File: src/rtl/align_lock_ctrl_pkg.sv
// align_pkg: definitions shared by the link-alignment controller and the
// word aligner.
//   SYNC_WORD      frame sync pattern searched for in the aligned stream
//   ST_*           controller state encodings
//   state_e        controller state type built on those encodings
//   sat_inc8       8-bit increment that sticks at 255
package align_pkg;

    localparam logic [31:0] SYNC_WORD = 32'hF731_8CEF;

    localparam logic [2:0] ST_IDLE   = 3'd0;
    localparam logic [2:0] ST_INIT   = 3'd1;
    localparam logic [2:0] ST_HUNT   = 3'd2;
    localparam logic [2:0] ST_VERIFY = 3'd3;
    localparam logic [2:0] ST_LOCKED = 3'd4;

    typedef enum logic [2:0] {
        S_IDLE   = ST_IDLE,
        S_INIT   = ST_INIT,
        S_HUNT   = ST_HUNT,
        S_VERIFY = ST_VERIFY,
        S_LOCKED = ST_LOCKED
    } state_e;

    function automatic logic [7:0] sat_inc8(input logic [7:0] v);
        return (v == 8'hFF) ? v : v + 8'd1;
    endfunction

endpackage

File: src/rtl/align_lock_ctrl_if.sv
// align_lock_ctrl_if: word path between the aligner, the lock controller
// and the downstream deframer.
//   ALIGNED/DIPUSH/DIN     aligner status and aligned word stream
//   PHY_INIT               aligner clear request
//   DOPUSH/DOUT/FRAME_START qualified payload stream
// slave  : controller view; master : environment (aligner + deframer) view.
interface align_lock_ctrl_if;
    logic        ALIGNED;
    logic        DIPUSH;
    logic [31:0] DIN;
    logic        PHY_INIT;
    logic        DOPUSH;
    logic [31:0] DOUT;
    logic        FRAME_START;

    modport slave (
        input  ALIGNED, DIPUSH, DIN,
        output PHY_INIT, DOPUSH, DOUT, FRAME_START
    );

    modport master (
        output ALIGNED, DIPUSH, DIN,
        input  PHY_INIT, DOPUSH, DOUT, FRAME_START
    );
endinterface

File: src/rtl/align_lock_ctrl_pos.sv
// frame_pos_cnt: modulo-FRAME_LEN word-position counter.
//   CLK, RSTX  clock, synchronous active-low reset
//   load_i     set position to 1 (word after a sync just found)
//   en_i       advance by one valid word, wrapping to 0
//   pos_o      current word position (0 = expected sync slot)
module frame_pos_cnt #(
    parameter  int unsigned FRAME_LEN = 64,
    localparam int unsigned PW        = $clog2(FRAME_LEN)
) (
    input  logic          CLK,
    input  logic          RSTX,
    input  logic          load_i,
    input  logic          en_i,
    output logic [PW-1:0] pos_o
);
    localparam logic [PW-1:0] POS_LAST = PW'(FRAME_LEN - 1);

    logic [PW-1:0] pos_q, pos_d;

    always_comb begin
        pos_d = pos_q;
        if (load_i) begin
            pos_d = PW'(1);
        end else if (en_i) begin
            pos_d = (pos_q == POS_LAST) ? '0 : pos_q + PW'(1);
        end
    end

    always_ff @(posedge CLK) begin
        if (!RSTX) pos_q <= '0;
        else       pos_q <= pos_d;
    end

    assign pos_o = pos_q;
endmodule

File: src/rtl/align_lock_ctrl.sv
// align_lock_ctrl: sequences the word aligner, confirms that SYNC_WORD
// recurs every FRAME_LEN words, declares lock and forwards payload.
//   CLK, RSTX   clock, synchronous active-low reset
//   LINK_EN     low forces IDLE
//   bus         aligner input stream, PHY_INIT, payload output stream
//   LOCKED      high while in LOCKED
//   LOS         one-cycle pulse on LOCKED -> INIT
//   RETRY_CNT   saturating count of hunt timeouts and sync losses
module align_lock_ctrl
    import align_pkg::*;
#(
    parameter int unsigned FRAME_LEN  = 64,
    parameter int unsigned INIT_CYC   = 4,
    parameter int unsigned HUNT_TO    = 1024,
    parameter int unsigned LOCK_CNT   = 3,
    parameter int unsigned UNLOCK_CNT = 4
) (
    input  logic                   CLK,
    input  logic                   RSTX,
    input  logic                   LINK_EN,
    align_lock_ctrl_if.slave       bus,
    output logic                   LOCKED,
    output logic                   LOS,
    output logic [7:0]             RETRY_CNT
);
    localparam int unsigned PW = $clog2(FRAME_LEN);
    localparam int unsigned IW = $clog2(INIT_CYC + 1);
    localparam int unsigned HW = $clog2(HUNT_TO + 1);
    localparam int unsigned GW = $clog2(LOCK_CNT + 1);
    localparam int unsigned MW = $clog2(UNLOCK_CNT + 1);

    localparam logic [IW-1:0] INIT_LAST = IW'(INIT_CYC - 1);
    localparam logic [HW-1:0] HUNT_LAST = HW'(HUNT_TO - 1);
    localparam logic [GW-1:0] GOOD_LAST = GW'(LOCK_CNT - 1);
    localparam logic [MW-1:0] MISS_LAST = MW'(UNLOCK_CNT - 1);

    state_e        state_q, state_d;
    logic [IW-1:0] init_q, init_d;
    logic [HW-1:0] hunt_q, hunt_d;
    logic [GW-1:0] good_q, good_d;
    logic [MW-1:0] miss_q, miss_d;
    logic          phy_init_q, phy_init_d;
    logic          dopush_q, dopush_d;
    logic [31:0]   dout_q, dout_d;
    logic          fs_q, fs_d;
    logic          locked_q, locked_d;
    logic          los_q, los_d;
    logic [7:0]    retry_q, retry_d;

    logic          pos_load, pos_en, restart;
    logic [PW-1:0] pos;
    logic          is_sync;

    frame_pos_cnt #(.FRAME_LEN(FRAME_LEN)) u_pos (
        .CLK    (CLK),
        .RSTX   (RSTX),
        .load_i (pos_load),
        .en_i   (pos_en),
        .pos_o  (pos)
    );

    assign is_sync = (bus.DIN == SYNC_WORD);

    always_comb begin
        state_d    = state_q;
        init_d     = init_q;
        hunt_d     = hunt_q;
        good_d     = good_q;
        miss_d     = miss_q;
        phy_init_d = phy_init_q;
        dopush_d   = 1'b0;
        dout_d     = dout_q;
        fs_d       = 1'b0;
        los_d      = 1'b0;
        retry_d    = retry_q;
        pos_load   = 1'b0;
        pos_en     = 1'b0;
        restart    = 1'b0;

        if (!LINK_EN) begin
            state_d    = S_IDLE;
            phy_init_d = 1'b1;
        end else begin
            unique case (state_q)
                S_IDLE: begin
                    state_d    = S_INIT;
                    init_d     = '0;
                    phy_init_d = 1'b1;
                end
                S_INIT: begin
                    if (init_q == INIT_LAST) begin
                        state_d    = S_HUNT;
                        phy_init_d = 1'b0;
                        hunt_d     = '0;
                    end else begin
                        init_d = init_q + IW'(1);
                    end
                end
                S_HUNT: begin
                    if (bus.DIPUSH) begin
                        if (bus.ALIGNED && is_sync) begin
                            pos_load = 1'b1;
                            good_d   = GW'(1);
                            miss_d   = '0;
                            state_d  = (LOCK_CNT == 1) ? S_LOCKED : S_VERIFY;
                        end else if (hunt_q == HUNT_LAST) begin
                            restart = 1'b1;
                        end else begin
                            hunt_d = hunt_q + HW'(1);
                        end
                    end
                end
                S_VERIFY: begin
                    if (!bus.ALIGNED) begin
                        restart = 1'b1;
                    end else if (bus.DIPUSH) begin
                        pos_en = 1'b1;
                        if (pos == '0) begin
                            if (!is_sync) begin
                                restart = 1'b1;
                            end else if (good_q == GOOD_LAST) begin
                                state_d = S_LOCKED;
                                miss_d  = '0;
                            end else begin
                                good_d = good_q + GW'(1);
                            end
                        end
                    end
                end
                S_LOCKED: begin
                    if (!bus.ALIGNED) begin
                        restart = 1'b1;
                        los_d   = 1'b1;
                    end else if (bus.DIPUSH) begin
                        pos_en = 1'b1;
                        if (pos == '0) begin
                            // Sync slot is consumed here and never forwarded.
                            if (is_sync) begin
                                miss_d = '0;
                            end else if (miss_q == MISS_LAST) begin
                                restart = 1'b1;
                                los_d   = 1'b1;
                            end else begin
                                miss_d = miss_q + MW'(1);
                            end
                        end else begin
                            dopush_d = 1'b1;
                            dout_d   = bus.DIN;
                            fs_d     = (pos == PW'(1));
                        end
                    end
                end
                default: begin
                    state_d    = S_IDLE;
                    phy_init_d = 1'b1;
                end
            endcase
        end

        // Every abnormal exit re-initialises the aligner and counts one retry.
        if (restart) begin
            state_d    = S_INIT;
            init_d     = '0;
            phy_init_d = 1'b1;
            retry_d    = sat_inc8(retry_q);
        end

        locked_d = (state_d == S_LOCKED);
    end

    always_ff @(posedge CLK) begin
        if (!RSTX) begin
            state_q    <= S_IDLE;
            init_q     <= '0;
            hunt_q     <= '0;
            good_q     <= '0;
            miss_q     <= '0;
            phy_init_q <= 1'b1;
            dopush_q   <= 1'b0;
            dout_q     <= '0;
            fs_q       <= 1'b0;
            locked_q   <= 1'b0;
            los_q      <= 1'b0;
            retry_q    <= '0;
        end else begin
            state_q    <= state_d;
            init_q     <= init_d;
            hunt_q     <= hunt_d;
            good_q     <= good_d;
            miss_q     <= miss_d;
            phy_init_q <= phy_init_d;
            dopush_q   <= dopush_d;
            dout_q     <= dout_d;
            fs_q       <= fs_d;
            locked_q   <= locked_d;
            los_q      <= los_d;
            retry_q    <= retry_d;
        end
    end

    assign bus.PHY_INIT    = phy_init_q;
    assign bus.DOPUSH      = dopush_q;
    assign bus.DOUT        = dout_q;
    assign bus.FRAME_START = fs_q;
    assign LOCKED          = locked_q;
    assign LOS             = los_q;
    assign RETRY_CNT       = retry_q;
endmodule

File: src/flat_wrapper.sv
// flat-port wrapper written by rule: the top's interface ports become plain ports
module align_lock_ctrl_flat import align_pkg::*;
#(
    parameter int unsigned FRAME_LEN  = 64,
    parameter int unsigned INIT_CYC   = 4,
    parameter int unsigned HUNT_TO    = 1024,
    parameter int unsigned LOCK_CNT   = 3,
    parameter int unsigned UNLOCK_CNT = 4
)
  (CLK, RSTX, LINK_EN, LOCKED, LOS, RETRY_CNT, bus_ALIGNED, bus_DIPUSH, bus_DIN, bus_PHY_INIT, bus_DOPUSH, bus_DOUT, bus_FRAME_START);
  align_lock_ctrl_if bus_i ();
  input  logic CLK;
  input  logic RSTX;
  input  logic LINK_EN;
  output logic LOCKED;
  output logic LOS;
  output logic [7:0] RETRY_CNT;
  input wire logic [$bits(bus_i.ALIGNED)-1:0] bus_ALIGNED;
  input wire logic [$bits(bus_i.DIPUSH)-1:0] bus_DIPUSH;
  input wire logic [$bits(bus_i.DIN)-1:0] bus_DIN;
  output wire logic [$bits(bus_i.PHY_INIT)-1:0] bus_PHY_INIT;
  output wire logic [$bits(bus_i.DOPUSH)-1:0] bus_DOPUSH;
  output wire logic [$bits(bus_i.DOUT)-1:0] bus_DOUT;
  output wire logic [$bits(bus_i.FRAME_START)-1:0] bus_FRAME_START;
  assign bus_i.ALIGNED = bus_ALIGNED;
  assign bus_i.DIPUSH = bus_DIPUSH;
  assign bus_i.DIN = bus_DIN;
  assign bus_PHY_INIT = bus_i.PHY_INIT;
  assign bus_DOPUSH = bus_i.DOPUSH;
  assign bus_DOUT = bus_i.DOUT;
  assign bus_FRAME_START = bus_i.FRAME_START;
  align_lock_ctrl #(.FRAME_LEN(FRAME_LEN), .INIT_CYC(INIT_CYC), .HUNT_TO(HUNT_TO), .LOCK_CNT(LOCK_CNT), .UNLOCK_CNT(UNLOCK_CNT)) u_core (.CLK(CLK), .RSTX(RSTX), .LINK_EN(LINK_EN), .bus(bus_i), .LOCKED(LOCKED), .LOS(LOS), .RETRY_CNT(RETRY_CNT));
endmodule
File: config.mk
export PLATFORM = sky130hd
export DESIGN_NAME = align_lock_ctrl_flat
export DESIGN_NICKNAME = d
export VERILOG_FILES = /design/src/rtl/align_lock_ctrl_pkg.sv /design/src/rtl/align_lock_ctrl_if.sv /design/src/rtl/align_lock_ctrl_pos.sv /design/src/rtl/align_lock_ctrl.sv /design/src/flat_wrapper.sv
export SDC_FILE = /design/constraint.sdc
export NUM_CORES = 1
export LEC_CHECK = 0
export CORE_UTILIZATION = 50
export DETAILED_ROUTE_END_ITERATION = 16
export PLACE_DENSITY = 0.8
export SLEW_MARGIN = 20
export SYNTH_ARGS = -nofsm -noshare
export SYNTH_HDL_FRONTEND = slang
export SYNTH_SLANG_ARGS = --single-unit
File: constraint.sdc
create_clock -name CLK -period 2.9 [get_ports CLK]
set_input_delay 0.435 -clock CLK [delete_from_list [all_inputs] [get_ports CLK]]
set_output_delay 0.435 -clock CLK [all_outputs]
set_load 0.02 [all_outputs]
# Yosys cells after proc, flatten, opt, wreduce, memory -nomap -nowiden
# Cells that the tools add are included.
# totals
register_bits	73
word_cells	147
out_inout_bits	45
# op_classes
n_eq_ne	29
n_bitwise	8
mux	67
addsub	6
n_reduce_logical	23
# op_table
op	n
$mux 3	23
$mux 11	4
$eq 32x32->1 const B	1
$mux 1	25
$pmux 11 s2	1
$ne 2x2->1 const B	9
$pmux 3 s5	1
$mux 2	7
$reduce_and 13->1	1
$eq 3x2->1 const B	4
$ne 2x1->1 const B	6
$add 11x1->11 const B	1
$eq 11x10->1 const B	1
$reduce_and 5->1	2
$pmux 3 s3	1
$reduce_and 9->1	1
$add 8x1->8 const B	1
$eq 8x8->1 const B	1
$not 1->1	8
$reduce_bool 2->1	4
$add 3x1->3 const B	2
$add 6x1->6 const B	1
$eq 3x3->1 const B	2
$eq 6x1->1 const B	1
other kinds (20)	25

# Longest topological paths before layout
# Gate-level depths: netlist of the first run.
# depth
ltp_word	10
mapped_depth	10
mapped_depth_nobuf	8

# By module
# A second synthesis of the first run with hierarchy kept.
# hier_totals
cells_unflattened	412
area_unflattened_um2	3400.8
# modules_own_cells
module	cells_each	instances	area_each_um2
align_lock_ctrl	380	1	3105.5
frame_pos_cnt	32	1	295.3

# Least setup slack after synthesis of the first run
# OpenSTA, ideal clock, no wires.
# synth_path
path_type	input to register
startpoint	input bus_DIN[17]
endpoint	register u_core.hunt_q[5]
path_stages	6
path_slack_ps	753
required_ps	2757
setup_time_ps	143
arrival_ps	2005
path_cell_list	or4b_4 > nor4_4 > nand4_1 > nand4b_1 > xor2_1 > nor2_1
# synth_via
elab_chain_cells	4
# synth_lines
element	line_no	rtl
start: declaration	flat_wrapper.sv:20	input wire logic [$bits(bus_i.DIN)-1:0] bus_DIN;
$eq 32x32->1	align_lock_ctrl.sv:62	assign is_sync = (bus.DIN == SYNC_WORD);
$logic_and 1x1->1	align_lock_ctrl.sv:101	if (bus.ALIGNED && is_sync) begin
$ne 2x2->1 (no source line)	n/a	
$reduce_and 6->1 (no source line)	n/a	
end signal: assignment	align_lock_ctrl.sv:188	hunt_q <= hunt_d;
end: declaration	align_lock_ctrl.sv:39	logic [HW-1:0] hunt_q, hunt_d;
# No other way between the ends.
# A chain may end at the register's enable or synchronous reset.

# Worst setup path in the final report of the first run
# layout_path
startpoint	register u_core.state_q[0]
endpoint	register u_core.retry_q[5], in the netlist u_core.RETRY_CNT[5]
# layout_via
elab_chain_cells	4
# layout_lines
element	line_no	rtl
start: declaration	align_lock_ctrl.sv:37	state_e state_q, state_d;
start signal: assignment	align_lock_ctrl.sv:186	state_q <= state_d;
$eq 3x3->1 / $eq 3x2->1 (equally long branches)	align_lock_ctrl.sv:84	unique case (state_q)
$pmux 1 s3 (*)	align_lock_ctrl.sv:84	
$mux 1 (*)	align_lock_ctrl.sv:80	if (!LINK_EN) begin
$reduce_and 2->1 (no source line) (*)	n/a	
end signal: assignment	align_lock_ctrl.sv:197	retry_q <= retry_d;
end: declaration	align_lock_ctrl.sv:48	logic [7:0] retry_q, retry_d;
# Every way passes the cells marked *; elsewhere a longest branch is shown, timed or not.

==> results.toml, run 1 <==
[place]
dp_hpwl_mm = 5.68
port_buffers = 81
gp_congestion = 0.890

[sta]
rsz0062_at_grt = "no"
fin_crit_ns = 2.47
tightestPinTransition_ns = 0.646
fin_skew_ns = 0.00983
tns_ns = 0
setup_viol = 0
slew_headroom_pct = 56.8
max_freq_ghz = 0.405
hold_slack_ns = 0.444
slew_violations = 0
fin_crit_sh_pct = 85.1
hold_violations = 0

[yosys]
syn_area_um2 = 3430
ys_warn_count = 0
async_flop_share_pct = 0
syn_nets = 470
synth.avg_cell_area_um2 = 8.11
synth-edff-count = 0
ys_ff_latch = 73
netlist_instances = 423
yosysUniqueCellTypes = 53
ys.flop_type = "dfxtp_1"
synth_seq_area_share_pct = 42.6

[pwr]
switching_power_w = 0.000405
irDropWorstVdd_uv = 331
power_leakage_nw = 1.59
pwr-share-seq_pct = 51.2
p_clk_share_pct = 43.7
switching_share_pct = 20.6
pwr-share-comb_pct = 5.1
p_int_w = 0.00156
power_w = 0.00197
powerDensity_nw_per_um2 = 434

[cts]
hold_buffers = 0
clk_latency_ns = 0.34
cts_tree = "yes"
cts_root_buffer = "clkbuf_8"
htreeDepth = 3
post-cts-setup-buffer-count = 0
path_clk_slew_ns = 0.08
clockBufferDepth = 2
numClockSinks = 73
numCtsBuffers = 9
cts-resized-gates = 0

[global_route]
antenna_found_initial = 0
busiest_layer = "met2"
use_met2_pct = 39.9
grt_max_degree = 34
grt_pass1_vias = 2978
met1_usage_pct = 30.6
grt_overflow = 0
use_met3_pct = 5.64
grt_pass1_wl_mm = 13.9
grtUsageTotal_pct = 24.0

[setup_path]
r2r_end = "u_core.RETRY_CNT[5]$_SDFFE_PN0P_"
start_kind = "flip-flop"
worstPathRequired_ns = 3.18
arrival_ns = 2.74
ff2ff_path_depth = 6
crit_start = "u_core.state_q[0]$_SDFF_PN0_"
path_buf_inv = 0
r2r-start = "u_core.state_q[0]$_SDFF_PN0_"
crit_slowest_cell = "or4_1"
crit_chain = "nor3b_4, a21oi_1, a221oi_2, o211ai_2, or4_1, a21oi_1"
cp_top_family = "simple AND/OR/NAND/NOR gates"
regToRegSetupSlack_ns = 0.43
endpoint_kind = "flip-flop"
max_stage_delay_ns = 0.59
critPathMaxFanout = 17
cpMostUsedCell = "a21oi_1"
worstSetupPathType = "flip-flop to flip-flop"

[run_status]
run_status = "finished, violations left"
violations = "design-rule violations"

[finish]
post_route_cells_drive_above_1_share_pct = 8.27
layout_common_cells = "nand2_1, clkdlybuf4s50_1, dfxtp_1"
fill_cells = 521
synthToLayoutAreaGrowth_pct = 32.3
nets = 551
seqCellArea_um2 = 1460
multiInputGateArea_um2 = 1830
diodes = 0
layout_commonest_cell = "nand2_1"

[min_path]
whs_path_depth = 2
worstHoldStart = "u_core.hunt_q[10]$_SDFFE_PN0P_"
worstHoldPathType = "flip-flop to flip-flop"
min_to = "u_core.hunt_q[10]$_SDFFE_PN0P_"

[floorplanning]
core-area_um2 = 6490
rows = 29
die_w_um = 84.8
fp.dieH_um = 84.8
start_util_pct = 52.8
die-area_um2 = 7200
io_pins = 82

[detailed_routing]
wl_per_cell_um = 13.8
dr.pass1.iters = 12
wl_mm = 8.05
drtIter0Drc = 152
drc = 2
final_antenna_net_count = 0
num_vias = 3238
viasPerCell = 5.54

[flow_run]
max_cap_violations = 0
## power groups by stage
stage	registers (W)	clock network (W)	logic (W)
3_5_place_dp	0.00103	0	0.0000996
3_3_place_gp	0.00103	0	0.0000988
4_1_cts	0.00101	0.000867	0.0000999
2_1_floorplan	0.00103	0	0.0000342
6_report	0.00101	0.000861	0.000100
5_1_grt	0.00101	0.000924	0.000108
## synth_stat cells (all sizes together), types with 3 or more instances
library cell / instances / share of area, %
nor2: 36 / 3.9
nor2b: 5 / 0.91
nand4b: 5 / 1.3
nor3b: 3 / 1.1
nand4: 11 / 2.0
dfxtp: 73 / 43
clkbuf: 15 / 1.6
nand3: 21 / 3.4
o31ai: 4 / 0.88
mux2i: 3 / 0.88
buf: 8 / 1.3
o22ai: 3 / 0.55
a21oi: 53 / 7.8
or4: 4 / 0.88
or2: 4 / 0.73
nor4: 6 / 2.2
and3: 7 / 1.3
xor2: 10 / 2.6
o21ai: 9 / 1.3
nor3: 3 / 0.44
nand2: 88 / 9.6
inv: 11 / 1.2
ha: 10 / 3.6
and2: 3 / 0.55
## area by class of cell
class	instances	share of cell area, %
multi-input cells	316	40.3
flip-flops and latches	73	32.2
repair buffers	93	19.9
clock buffers	12	3.20
well taps	77	2.12
clock inverters	3	1.43
inverters	11	0.910
## logic make-up (layout without fill, tap and decap cells)
| kind of cell | count (synthesis) | in the layout | share of synthesized area, % |
|---|---|---|---|
| AND/OR/NAND/NOR | 206 | 206 | 31.0 |
| AO/OA/AOI/OAI | 87 | 87 | 15.1 |
| flip-flops | 73 | 73 | 42.6 |
| buffers and inverters | 34 | 119 | 4.19 |
| adder cells (fa/ha/maj) | 10 | 10 | 3.65 |
| XOR/XNOR | 10 | 10 | 2.55 |
| multiplexers | 3 | 3 | 0.875 |
## how the worst max path moves through the flow
stage                                       endpoint  slack (ns)  cells after the start
CTS                 u_core.RETRY_CNT[5]$_SDFFE_PN0P_        0.44                      6
floorplan              u_core.hunt_q[5]$_SDFFE_PN0P_        0.75                      6
finish              u_core.RETRY_CNT[5]$_SDFFE_PN0P_        0.43                      6
global route        u_core.RETRY_CNT[5]$_SDFFE_PN0P_        0.18                      6
global placement       u_core.hunt_q[5]$_SDFFE_PN0P_        0.18                      7
detailed placement     u_core.hunt_q[9]$_SDFFE_PN0P_        0.13                      7
## flip-flops by register name, indices dropped and copies added, names as in the netlist
signal                  count
u_core.u_pos.pos_o          6
u_core.bus.PHY_INIT         1
u_core.hunt_q              11
u_core.LOCKED               1
u_core.RETRY_CNT            8
u_core.bus.DOUT            32
u_core.LOS                  1
u_core.bus.DOPUSH           1
u_core.miss_q               3
u_core.bus.FRAME_START      1
u_core.state_q              3
u_core.init_q               3
u_core.good_q               2
## metal layers
metal | up-vias | part of all wire, %
met5 | - | 0
met4 | 0 | 1.3
met3 | 10 | 6.4
met2 | 85 | 47
met1 | 1503 | 45
li1 | 1640 | -
## tightest hold or removal path: cells and delay by family (launching register included)
family / cells / cell delay [ns]
and+or+nand+nor: 2 / 0.08
DFF: 1 / 0.32
## per-stage QoR
step / instance area, µm² / worst slack [ns] / util, % / cells
6_report: 4540 / 0.432 / 69.9 / 585
3_5_place_dp: 4330 / 0.128 / 66.6 / 570
2_1_floorplan: 3430 / 0.753 / - / 423
4_1_cts: 4540 / 0.442 / 69.9 / 585
3_3_place_gp: 4330 / 0.184 / 66.6 / 570
5_1_grt: 4540 / 0.179 / 69.9 / 585
Power figures use the tool's default switching activity.
==> run 2: changes to the inputs <==
Settings changed: CTS_CLUSTER_DIAMETER set to 100, MAX_ROUTING_LAYER set to met4.
==> results.toml, run 2 (synthesis results as in run 1) <==
[run_status]
run_status = "finished, violations left"
violations = "design-rule violations"

[sta]
hold_violations = 0
rsz0062_at_grt = "no"
setup_viol = 0
fin_crit_ns = 2.48
max_freq_ghz = 0.403
layout_setup_ws_ns = 0.419
tns_ns = 0
fin_crit_sh_pct = 85.5
slew_headroom_pct = 57.1
fin_skew_ns = 0.00975
tightestPinTransition_ns = 0.642
slew_violations = 0

[cts]
path_clk_slew_ns = 0.08
numCtsBuffers = 9
cts_root_buffer = "clkbuf_8"
hold_buffers = 0
post-cts-setup-buffer-count = 0
clk_latency_ns = 0.34
numClockSinks = 73
clockBufferDepth = 2
cts-resized-gates = 0
htreeDepth = 3
cts_tree = "yes"

[pwr]
irDropWorstVdd_uv = 332
powerDensity_nw_per_um2 = 434
power_leakage_nw = 1.59

[floorplanning]
die_w_um = 84.8
start_util_pct = 52.8
io_pins = 82
fp.dieH_um = 84.8
core-area_um2 = 6490
rows = 29
die-area_um2 = 7200

[finish]
largest_register_ffs = 32
layout_common_cells = "nand2_1, clkdlybuf4s50_1, dfxtp_1"
layout_commonest_cell = "nand2_1"
synthToLayoutAreaGrowth_pct = 32.3
post_route_cells_drive_above_1_share_pct = 8.27
nets = 551
diodes = 0
fill_cells = 521

[place]
pre_cts_ws_ns = 0.128
port_buffers = 81
dp_hpwl_mm = 5.68
gp_congestion = 0.905

[detailed_routing]
dr_wl_met2_mm = 3.85
final_antenna_net_count = 0
num_vias = 3263
wl_met3_um = 470
dr.pass1.iters = 11
drt-met1-wl_mm = 3.63
viasPerCell = 5.58
wl_per_cell_um = 13.8
drc = 2
wl_mm = 8.06
top_layer = "met4"
drtIter0Drc = 165

[setup_path]
crit_slowest_cell = "or4_1"
worstPathRequired_ns = 3.18
cp_top_family = "simple AND/OR/NAND/NOR gates"
max_stage_delay_ns = 0.59
start_kind = "flip-flop"
path_buf_inv = 0
worstSetupPathType = "flip-flop to flip-flop"
endpoint_kind = "flip-flop"
arrival_ns = 2.76
regToRegSetupSlack_ns = 0.42
cpMostUsedCell = "a21oi_1"
critPathMaxFanout = 17
crit_chain = "nor3b_4, a21oi_1, a221oi_2, o211ai_2, or4_1, a21oi_1"

[min_path]
worstHoldPathType = "flip-flop to flip-flop"

[global_route]
grt_overflow = 0
grtUsageTotal_pct = 24.7
grt_pass1_vias = 2976
antenna_found_initial = 0
grt_max_degree = 34
grt_pass1_wl_mm = 13.9

[flow_run]
max_cap_violations = 0
==> run 2: per-layer routing <==
metal | GRT usage [%] | up-vias
met4 | 8.32 | 0
met3 | 4.96 | 11
met5 | - | -
met1 | 31.0 | 1520
met2 | 40.0 | 91
li1 | - | 1641
==> run 2: final timing paths <==
check	start	endpoint	depth (start not counted)
setup / recovery	u_core.state_q[0]$_SDFF_PN0_	u_core.RETRY_CNT[5]$_SDFFE_PN0P_	6
hold / removal	u_core.hunt_q[10]$_SDFFE_PN0P_	u_core.hunt_q[10]$_SDFFE_PN0P_	2
setup reg to reg	u_core.state_q[0]$_SDFF_PN0_	u_core.RETRY_CNT[5]$_SDFFE_PN0P_	6
hold reg to reg	u_core.hunt_q[10]$_SDFFE_PN0P_	u_core.hunt_q[10]$_SDFFE_PN0P_	2
==> run 2: stage by stage <==
step	area, µm²	util [%]	hold slack [ns]	instances	total power (W)
3_5_place_dp	4330	66.6	0.438	570	0.00113
2_1_floorplan	3430	-	0.421	423	0.00106
5_1_grt	4540	69.9	0.463	585	0.00204
3_3_place_gp	4330	66.6	0.434	570	0.00113
4_1_cts	4540	69.9	0.450	585	0.00197
6_report	4540	69.9	0.445	585	0.00197
==> run 2: power by group <==
group / internal [W] / switching [W] / total, W
Sequential: 0.00100 / 0.00000393 / 0.00101
Combinational: 0.0000571 / 0.0000431 / 0.000100
Clock: 0.000503 / 0.000358 / 0.000861
==> run 2: worst reg2reg max path: stages, from the launching register on <==
cell and delay [ns]:
dfxtp_1 0.49, nor3b_4 0.42, a21oi_1 0.14, a221oi_2 0.30, o211ai_2 0.33, or4_1 0.59, a21oi_1 0.14
==> run 2: final cells by class <==
| class | count | area (µm²) | share of cell area [%] |
|---|---|---|---|
| clock inverters | 3 | 65.1 | 1.43 |
| inverters | 11 | 41.3 | 0.910 |
| flip-flops and latches | 73 | 1460 | 32.2 |
| clock buffers | 12 | 145 | 3.20 |
| repair buffers | 93 | 901 | 19.9 |
| multi-input cells | 316 | 1830 | 40.3 |
| well taps | 77 | 96.3 | 2.12 |
